<file path="config.mk">
export PLATFORM = sky130hd
export DESIGN_NAME = iir_stream_monitor
export DESIGN_NICKNAME = d
export VERILOG_FILES = /design/src/rtl/iir_mon_pkg.sv /design/src/rtl/iir_mon_fifo.sv /design/src/rtl/iir_stream_monitor.sv
export SDC_FILE = /design/constraint.sdc
export NUM_CORES = 1
export LEC_CHECK = 0
export ABC_CLOCK_PERIOD_IN_PS = 13700
export BUFFER_PORTS_ARGS = -buffer_cell sky130_fd_sc_hd__buf_2
export CORE_MARGIN = 4
export CORE_UTILIZATION = 35
export DETAILED_ROUTE_END_ITERATION = 10
export GPL_TIMING_DRIVEN = 0
export RECOVER_POWER = 50
export REMOVE_ABC_BUFFERS = 1
export SETUP_SLACK_MARGIN = 0.4
export SLEW_MARGIN = 5
export SYNTH_ARGS = -nofsm -noshare
export SYNTH_HDL_FRONTEND = slang
export SYNTH_SLANG_ARGS = --single-unit
export TNS_END_PERCENT = 20
</file>
<file path="constraint.sdc">
create_clock -name wb_clk_i -period 13.7 [get_ports wb_clk_i]
set_clock_uncertainty 0.1 [all_clocks]
set_input_delay 0.685 -clock wb_clk_i [delete_from_list [all_inputs] [get_ports wb_clk_i]]
set_output_delay 0.685 -clock wb_clk_i [all_outputs]
set_load 0.01 [all_outputs]
</file>
<file path="src/rtl/iir_mon_pkg.sv">
// Shared constants for the IIR output-stream monitor: register map, STATUS layout
// and accumulator widths.
package iir_mon_pkg;

    localparam int SUM_W      = 48;
    localparam int CNT_W      = 16;
    localparam int DECIM_W    = 8;
    localparam int FIFO_DEPTH = 16;
    localparam int FIFO_AW    = $clog2(FIFO_DEPTH);

    localparam logic [3:0] REG_CTRL      = 4'd0;
    localparam logic [3:0] REG_DECIM     = 4'd1;
    localparam logic [3:0] REG_STATUS    = 4'd2;
    localparam logic [3:0] REG_FIFO_DATA = 4'd3;
    localparam logic [3:0] REG_MIN       = 4'd4;
    localparam logic [3:0] REG_MAX       = 4'd5;
    localparam logic [3:0] REG_SUM_LO    = 4'd6;
    localparam logic [3:0] REG_SUM_HI    = 4'd7;
    localparam logic [3:0] REG_COUNT     = 4'd8;

    localparam int CTRL_EN_BIT  = 0;
    localparam int CTRL_CLR_BIT = 1;

    localparam int ST_EMPTY   = 0;
    localparam int ST_FULL    = 1;
    localparam int ST_OVF     = 2;
    localparam int ST_FDONE   = 3;
    localparam int ST_LVL_LSB = 8;

    function automatic logic [SUM_W-1:0] sext_sum(input logic [31:0] s);
        return {{(SUM_W-32){s[31]}}, s};
    endfunction

endpackage

</file>
<file path="src/rtl/iir_mon_fifo.sv">
// Capture FIFO with first-word-fall-through head; a push into a full FIFO only
// lands when a pop frees the slot in the same cycle.
module iir_mon_fifo #(
    parameter int DW    = 32,
    parameter int DEPTH = iir_mon_pkg::FIFO_DEPTH,
    localparam int PW   = $clog2(DEPTH)
) (
    input  logic          wb_clk_i,
    input  logic          wb_rst_i,
    input  logic          clr,
    input  logic          push,
    input  logic          pop,
    input  logic [DW-1:0] wdata,
    output logic [DW-1:0] head,
    output logic          full,
    output logic          empty,
    output logic [PW:0]   level
);

    logic [DW-1:0] mem [DEPTH];
    logic [PW-1:0] wr_ptr;
    logic [PW-1:0] rd_ptr;
    logic [PW:0]   count;
    logic          do_push;
    logic          do_pop;

    assign full    = (count == (PW+1)'(DEPTH));
    assign empty   = (count == '0);
    assign do_push = push & ~clr & (~full | pop);
    assign do_pop  = pop & ~clr & ~empty;
    assign head    = mem[rd_ptr];
    assign level   = count;

    always_ff @(posedge wb_clk_i) begin
        if (wb_rst_i || clr) begin
            wr_ptr <= '0;
            rd_ptr <= '0;
            count  <= '0;
        end else begin
            if (do_push) wr_ptr <= wr_ptr + PW'(1);
            if (do_pop)  rd_ptr <= rd_ptr + PW'(1);
            case ({do_push, do_pop})
                2'b10:   count <= count + (PW+1)'(1);
                2'b01:   count <= count - (PW+1)'(1);
                default: count <= count;
            endcase
        end
    end

    // storage needs no reset: pointers and count define what is valid
    always_ff @(posedge wb_clk_i) begin
        if (do_push) mem[wr_ptr] <= wdata;
    end

endmodule

</file>
<file path="src/rtl/iir_stream_monitor.sv">
// Wishbone-mapped monitor for the IIR filter output: decimated capture FIFO plus
// per-frame min/max/sum/count statistics.
module iir_stream_monitor #(
    parameter int DW         = 32,
    parameter int AW         = 32,
    parameter int FIFO_DEPTH = iir_mon_pkg::FIFO_DEPTH
) (
    input  logic          wb_clk_i,
    input  logic          wb_rst_i,
    input  logic          in_valid_i,
    input  logic [DW-1:0] in_data_i,
    input  logic          in_last_i,
    input  logic [AW-1:0] wb_adr_i,
    input  logic          wb_cyc_i,
    input  logic          wb_stb_i,
    input  logic          wb_we_i,
    input  logic [3:0]    wb_sel_i,
    input  logic [DW-1:0] wb_dat_i,
    output logic [DW-1:0] wb_dat_o,
    output logic          wb_ack_o,
    output logic          wb_err_o,
    output logic          int_o
);

    import iir_mon_pkg::*;

    localparam int LVL_W = $clog2(FIFO_DEPTH) + 1;

    logic [3:0]         reg_idx;
    logic               bus_wr;
    logic               bus_rd;
    logic               clr_pulse;
    logic               decim_wr;
    logic               fifo_pop;
    logic               sample_acc;
    logic               push_req;

    logic               enable_q;
    logic [DECIM_W-1:0] decim_q;
    logic [DECIM_W-1:0] phase_cnt;
    logic               overflow_q;
    logic               frame_done_q;
    logic               in_frame_q;
    logic [DW-1:0]      min_q;
    logic [DW-1:0]      max_q;
    logic [SUM_W-1:0]   sum_q;
    logic [CNT_W-1:0]   count_q;

    logic [DW-1:0]      fifo_head;
    logic               fifo_full;
    logic               fifo_empty;
    logic [LVL_W-1:0]   fifo_level;
    logic [DW-1:0]      status_word;
    logic               unused_bus_bits;

    assign reg_idx    = wb_adr_i[5:2];
    assign bus_wr     = wb_cyc_i & wb_stb_i & wb_we_i;
    assign bus_rd     = wb_cyc_i & wb_stb_i & ~wb_we_i;
    assign clr_pulse  = bus_wr & (reg_idx == REG_CTRL) & wb_dat_i[CTRL_CLR_BIT];
    assign decim_wr   = bus_wr & (reg_idx == REG_DECIM);
    assign fifo_pop   = bus_rd & (reg_idx == REG_FIFO_DATA);
    assign sample_acc = in_valid_i & enable_q & ~clr_pulse;
    assign push_req   = sample_acc & (phase_cnt == '0);

    assign wb_ack_o = wb_cyc_i & wb_stb_i;
    assign wb_err_o = 1'b0;
    assign int_o    = frame_done_q | overflow_q;

    assign unused_bus_bits = ^{wb_sel_i, wb_adr_i[AW-1:6], wb_adr_i[1:0], wb_dat_i[DW-1:DECIM_W]};

    iir_mon_fifo #(
        .DW    (DW),
        .DEPTH (FIFO_DEPTH)
    ) u_fifo (
        .wb_clk_i (wb_clk_i),
        .wb_rst_i (wb_rst_i),
        .clr      (clr_pulse),
        .push     (push_req),
        .pop      (fifo_pop),
        .wdata    (in_data_i),
        .head     (fifo_head),
        .full     (fifo_full),
        .empty    (fifo_empty),
        .level    (fifo_level)
    );

    always_ff @(posedge wb_clk_i) begin
        if (wb_rst_i) begin
            enable_q <= 1'b0;
            decim_q  <= '0;
        end else begin
            if (bus_wr && reg_idx == REG_CTRL) enable_q <= wb_dat_i[CTRL_EN_BIT];
            if (decim_wr)                      decim_q  <= wb_dat_i[DECIM_W-1:0];
        end
    end

    // decimation timer counts down from DECIM; a push happens at terminal count
    always_ff @(posedge wb_clk_i) begin
        if (wb_rst_i || clr_pulse || decim_wr) begin
            phase_cnt <= '0;
        end else if (sample_acc) begin
            if (in_last_i)              phase_cnt <= '0;
            else if (phase_cnt == '0)   phase_cnt <= decim_q;
            else                        phase_cnt <= phase_cnt - DECIM_W'(1);
        end
    end

    always_ff @(posedge wb_clk_i) begin
        if (wb_rst_i || clr_pulse) begin
            overflow_q <= 1'b0;
        end else if (push_req && fifo_full && !fifo_pop) begin
            overflow_q <= 1'b1;
        end
    end

    always_ff @(posedge wb_clk_i) begin
        if (wb_rst_i || clr_pulse) begin
            min_q        <= '0;
            max_q        <= '0;
            sum_q        <= '0;
            count_q      <= '0;
            frame_done_q <= 1'b0;
            in_frame_q   <= 1'b0;
        end else if (sample_acc) begin
            if (!in_frame_q) begin
                min_q   <= in_data_i;
                max_q   <= in_data_i;
                sum_q   <= sext_sum(in_data_i);
                count_q <= CNT_W'(1);
            end else begin
                if ($signed(in_data_i) < $signed(min_q)) min_q <= in_data_i;
                if ($signed(in_data_i) > $signed(max_q)) max_q <= in_data_i;
                sum_q <= sum_q + sext_sum(in_data_i);
                if (count_q != '1) count_q <= count_q + CNT_W'(1);
            end
            // inside a frame frame_done is already 0, so this also covers the first sample
            frame_done_q <= in_last_i;
            in_frame_q   <= ~in_last_i;
        end
    end

    always_comb begin
        status_word                          = '0;
        status_word[ST_EMPTY]                = fifo_empty;
        status_word[ST_FULL]                 = fifo_full;
        status_word[ST_OVF]                  = overflow_q;
        status_word[ST_FDONE]                = frame_done_q;
        status_word[ST_LVL_LSB +: LVL_W]     = fifo_level;
    end

    always_comb begin
        wb_dat_o = '0;
        case (reg_idx)
            REG_CTRL:      wb_dat_o[CTRL_EN_BIT] = enable_q;
            REG_DECIM:     wb_dat_o = {{(DW-DECIM_W){1'b0}}, decim_q};
            REG_STATUS:    wb_dat_o = status_word;
            REG_FIFO_DATA: wb_dat_o = fifo_empty ? '0 : fifo_head;
            REG_MIN:       wb_dat_o = min_q;
            REG_MAX:       wb_dat_o = max_q;
            REG_SUM_LO:    wb_dat_o = sum_q[DW-1:0];
            REG_SUM_HI:    wb_dat_o = {{(2*DW-SUM_W){sum_q[SUM_W-1]}}, sum_q[SUM_W-1:DW]};
            REG_COUNT:     wb_dat_o = {{(DW-CNT_W){1'b0}}, count_q};
            default:       wb_dat_o = '0;
        endcase
    end

endmodule

</file>
# After elaboration in Yosys (flattened, before gate mapping)
# Memory sizes are Yosys's and may differ from the RTL's. A register that Yosys moved wholly into a read port is not among the register bits.
# Index checks and enable logic that the tools add are counted.
[word_totals] rom_bits=0 mem_bits_rw=512 wordCells=89 mem_count=1 latch_bits=0 in_bits=107 output_inout_bits=35 regBits=161
[mem_list] name="u_fifo.mem" depth=16 width=32 rd=1 rd_ports_with_merged_regs=1 write_ports=1 line="iir_mon_fifo.sv:20" rtl="logic [DW-1:0] mem [DEPTH];"
[op_classes] bitwise_logic=21 magnitude_cmp=2 addsub=7 n_shift=0 reduce_logical=13 mux=17 n_mul=0 eq_ne=15 div_mod_pow=0
[ops] operator="31-bit one-hot mux with 8 select lines" n=1
[ops] operator="32-bit 2-to-1 mux" n=5
[ops] operator="48-bit adder" n=1
[ops] operator="48-bit 2-to-1 mux" n=1
[ops] operator="32-bit greater-than comparator" n=1
[ops] operator="32-bit less-than comparator" n=1
[ops] operator="16-bit 2-to-1 mux" n=2
[ops] operator="16-bit by 1-bit adder with 16-bit output, second input constant" n=1
[ops] operator="4-bit by 3-bit == test with 1-bit output, second input constant" n=4
[ops] operator="8-bit 2-to-1 mux" n=2
[ops] operator="16-bit inequality test, second input constant" n=1
[ops] operator="1-bit AND" n=14
[ops] operator="5-bit one-hot mux with 2 select lines" n=1
[ops] operator="1-bit one-hot mux with 9 select lines" n=1
[ops] operator="4-bit by 1-bit adder with 4-bit output, second input constant" n=2
[ops] operator="4-bit by 2-bit == test with 1-bit output, second input constant" n=2
[ops] operator="8-bit logical NOT" n=1
[ops] operator="4-bit 2-to-1 mux" n=2
[ops] operator="8-bit by 1-bit subtractor with 8-bit output, second input constant" n=1
[ops] operator="2-bit by 1-bit inequality test with 1-bit output, second input constant" n=3
[ops] operator="2-bit AND reduction" n=3
[ops] operator="5-bit by 1-bit adder with 5-bit output, second input constant" n=1
[ops] operator="5-bit == test, second input constant" n=1
[ops] operator="5-bit logical NOT" n=1
[ops] operator="other kinds (13)" n=22

# Depth between registers and ports, before layout
[logic_depth] ltp_word=11 depth_mapped=18 mapped_depth_nobuf=16

# By module
# Synthesis repeated with hierarchy kept, for this count alone.
[hier_totals] hier_cells=2367 area_unflattened_um2=31624.1
[by_module_without_submodules] mod="iir_mon_fifo" seq_area_each_um2=15715.1 n_inst=1 area_each_um2=20120.5 cells_each=903
[by_module_without_submodules] mod="iir_stream_monitor" seq_area_each_um2=2962.8 n_inst=1 area_each_um2=11503.5 cells_each=1464

# Worst setup path after synthesis
# Ideal clock, no wire load.
[synth_path] path_kind="in2reg" start="input wb_adr_i[3]" end="memory u_fifo.mem[3][0] (enable)" arrival_ns=4.475 path_buffers=2 setup_ns=0.461 slack_ns=8.664 required_ns=13.139 stages=8 cell_sequence="clkbuf_1 -> nand2_1 -> or4b_2 -> nand3_1 -> and3_1 -> buf_2 -> nand2_1 -> nor3_1"
[synth_between] elab_chain_len=10 elab_cells_between_ends=13 classes_between="eq/ne (1); mux (2); bitwise (9); reduce/logical (1)"
[synth_rtl] element="start, declared" line="iir_stream_monitor.sv:13" rtl="input logic [AW-1:0] wb_adr_i,"
[synth_rtl] element="4-bit logical NOT" line="iir_stream_monitor.sv:59" rtl="assign clr_pulse = bus_wr & (reg_idx == REG_CTRL) & wb_dat_i[CTRL_CLR_BIT];"
[synth_rtl] element="1-bit AND (2 in a row)" line="iir_stream_monitor.sv:59"
[synth_rtl] element="1-bit inverter" line="iir_mon_fifo.sv:29, iir_stream_monitor.sv:62"
[synth_rtl] element="1-bit AND" line="iir_stream_monitor.sv:62" rtl="assign sample_acc = in_valid_i & enable_q & ~clr_pulse;"
[synth_rtl] element="1-bit AND" line="iir_stream_monitor.sv:63" rtl="assign push_req = sample_acc & (phase_cnt == '0);"
[synth_rtl] element="1-bit AND" line="iir_mon_fifo.sv:29" rtl="assign do_push = push & ~clr & (~full | pop);"
[synth_rtl] element="1-bit AND *" line="iir_mon_fifo.sv:29"
[synth_rtl] element="1-bit 2-to-1 mux *" line="iir_mon_fifo.sv:52" rtl="if (do_push) mem[wr_ptr] <= wdata;"
[synth_rtl] element="1-bit 2-to-1 mux (implied by the code) *" line="iir_mon_fifo.sv:52"
[synth_rtl] element="end, declared" line="iir_mon_fifo.sv:20"
# Mark *: on every way between the ends. The rest lies on a longest branch, timed or not.

# Final worst setup path
[layout_path] start="input in_data_i[1]" end="register min_q[9]"
[layout_between] elab_chain_len=3
[layout_rtl] element="start, declared" line="iir_stream_monitor.sv:11" rtl="input logic [DW-1:0] in_data_i,"
[layout_rtl] element="32-bit less-than comparator" line="iir_stream_monitor.sv:131" rtl="if ($signed(in_data_i) < $signed(min_q)) min_q <= in_data_i;"
[layout_rtl] element="2-bit by 1-bit inequality test with 1-bit output (no line)"
[layout_rtl] element="2-bit AND reduction (no line)"
[layout_rtl] element="end signal, assigned" line="iir_stream_monitor.sv:126" rtl="min_q <= in_data_i;"
[layout_rtl] element="end signal, assigned" line="iir_stream_monitor.sv:131"
[layout_rtl] element="end, declared" line="iir_stream_monitor.sv:44" rtl="logic [DW-1:0] min_q;"
# No other way between the ends.
# A chain may end at the register's enable or synchronous reset.

==> impl_metrics.ini <==
[placed_design]
post-place-ws_ps = 8204
hpwlAfterDp_mm = 60.30
port_buffers = 84
gp_congestion = 0.9313

[setup_path]
crit_chain = clkbuf_1 > ha_1 > a21o_1 > a21o_1 > a21oi_1 > o21ai_0 > a21oi_1 > o21ai_0 > clkbuf_1 > mux2i_1 > nor2_1
worstSetupStartpoint = in_data_i[1]
endpoint_kind = register
r2r_start = min_q[1]$_SDFFE_PP0P_
worst-endpoint-required_ps = 13930
cpMaxStageDelayCell = o21ai_0
start_kind = input pin
cp_num_buf_inv = 2
crit_fanout = 22
slowest_delay_ps = 2830
cp_top_family = compound AO/OA/AOI/OAI gates
worstSetupPathType = in2reg
cp.arrival_ps = 7230

[final_layout]
n_fill_cell = 8157
fin_nets = 2625
area_growth_pct = 13.60
drive_gt1_share_pct = 16.46

[timing]
setup_viol = 0
tns_ps = 0
hold_violations = 0
fin_ws_ps = 6703
tightest_slew_ps = 3762
rsz0062_at_grt = false
fmax_mhz = 142.9
period_share_pct = 51.07
max_slew_margin_pct = -153.4
drv_slew = 208
period_needed_ps = 6997

[clocking]
postCtsSetupRepairBufs = 0
htree_levels = 3
cts_tree = yes
clock_sinks = 677
clkLatencyLatePin_ps = 600
cts_buffer_depth = 3
clk_pin_slew_ps = 60
cts_root_buf = clkbuf_16
ctsHoldBuffers = 0
post_cts_resized = 0
cts_made_buffers = 66

[grt]
antenna_found_initial = 4
grt_usage_pct = 17.64
grt_pass1_wl_mm = 126.9
grt_overflow = 0
grt_max_degree = 62
grt_pass1_vias = 20050

[logic_synthesis]
syn_inst = 2327
yosys_register_bits = 677
yosysWarningCount = 0
synth_top_area_share_pct = 48.71
syn-mean-instance-area_sq_um = 13.56
netlist_area_sq_mm = 0.03156
synthXorXnorAreaFrac_pct = 1.526
synth_fa_ha_area_share_pct = 4.860
muxShareOfSynthArea_pct = 13.72
yosys-top-cells-count = 512 x edfxtp_1, 165 x dfxtp_1, 157 x nor2_1
synth-edff-count = 512
synth_top_family_by_area = multiplexers
yosys.area_share.simple_pct = 8.012
synth_ff_type = edfxtp_1
ys_types = 88
synth_area_leaders = edfxtp_1 49%, mux4_2 11%, dfxtp_1 10%
yosysTopAreaCell = edfxtp_1
yosysMostFrequentCell = edfxtp_1
seq_area_frac_synth_pct = 59.18
async_reset_ff_share_pct = 0
synth_compound_area_share_pct = 9.606

[status]
violations = max-capacitance violations, max-slew violations
outcome = finished, violations left

[route]
routedWlPerCell_um = 23.39
vias_per_cell = 5.574
drt_iter0_drc = 1985
antenna_left = 0
vias = 20150
drt_wl_total_mm = 84.54
first_pass_iters = 6
drc_errors = 0

[pwr]
ir_drop_mv = 0.07177
powerDensity_mw_per_mm2 = 116.7
total_power_uw = 4183
p_leak_uw = 0.01188

[floorplanning]
core_sq_mm = 0.08892
die-area_sq_mm = 0.09504
initial_core_util_pct = 35.49
row_count = 109
pin_count = 142
die_x_um = 308.3
fp.dieH_um = 308.3

[min_path]
worstHoldPathType = in2reg
holdCritStartpoint = wb_dat_i[5]

[job]
drv_cap = 9
## tightest hold or removal path: stages
cell     delay (ps)
buf_2            80
mux2i_1          50
nor2_1           80
## power breakdown
part | internal [uW] | switching, uW | leakage, uW
logic | 34.9 | 93.9 | 0.00489
registers | 2200 | 0.881 | 0.00593
clock network | 1080 | 775 | 0.00106
## placed cells by master (no fill, tap or decap), drive strengths merged, types with 14 or more instances in the layout
master / count
edfxtp: 512
dfxtp: 165
nor2: 157
mux4: 154
nand2: 143
a21oi: 139
clkbuf: 126
ha: 121
o21ai: 116
buf: 96
inv: 89
mux2i: 75
nand3: 72
a21o: 49
a22oi: 45
nand4: 41
nor3: 32
xnor2: 29
xor2: 26
a211oi: 24
o211ai: 22
clkinv: 20
nand2b: 18
nor2b: 14
or3: 14
## through the flow
stage / utilization, % / hold WS [ps] / instances / area [sq um]
floorplan: - / 343.9 / 2193 / 30910
global route: 40.32 / 225.9 / 3613 / 35850
global placement: 36.88 / 356.4 / 3442 / 32790
finish: 40.32 / 232.3 / 3615 / 35850
CTS: 40.51 / 202.2 / 3613 / 36020
detailed placement: 38.05 / 370.1 / 3493 / 33840
## metal layers
| metal | wire length [um] | GRT usage [%] |
|---|---|---|
| met2 | 43700 | 31.76 |
| met5 | 27 | 0 |
| met3 | 4012 | 2.348 |
| met1 | 34420 | 22.14 |
| met4 | 2377 | 5.373 |
## logic make-up (layout without fill, tap and decap cells)
group                    after synthesis  count (layout)
flip-flops                           677             677
buffers and inverters                220             341
XOR/XNOR                              55              55
multiplexers                         239             239
AND/OR/NAND/NOR                      536             536
other                                  1               3
AO/OA/AOI/OAI                        477             477
adder cells (fa/ha/maj)              122             122
## registers in the layout, indices dropped and copies added (netlist names), 4 cells and up, named ones only
name           flops
decim_q            8
min_q             32
u_fifo.wr_ptr      4
count_q           16
phase_cnt          8
sum_q             48
u_fifo.mem       512
max_q             32
u_fifo.rd_ptr      4
u_fifo.level       5
## final cells by class
cell class                      count  area, sq um  area share [%]
Inverter                           86        322.8          0.9003
Antenna cell                        2        5.005         0.01396
Sequential cell                   677        18690           52.13
Multi-Input combinational cell   1430        12040           33.58
Timing Repair Buffer              135         1156           3.224
Clock buffer                       87         1824           5.088
Clock inverter                     33        357.8          0.9980
Tap cell                         1165         1458           4.065
## final timing paths
check                                                to  cells past startpoint  slack (ps)
worst min register to register   max_q[13]$_SDFFE_PP0P_                      2         380
worst min-delay path            decim_q[5]$_SDFFE_PP0P_                      3         230
worst max-delay path              min_q[9]$_SDFFE_PP0P_                     11        6700
worst max register to register    min_q[9]$_SDFFE_PP0P_                     11        7080
No activity file was read; power rests on OpenSTA's default activity.
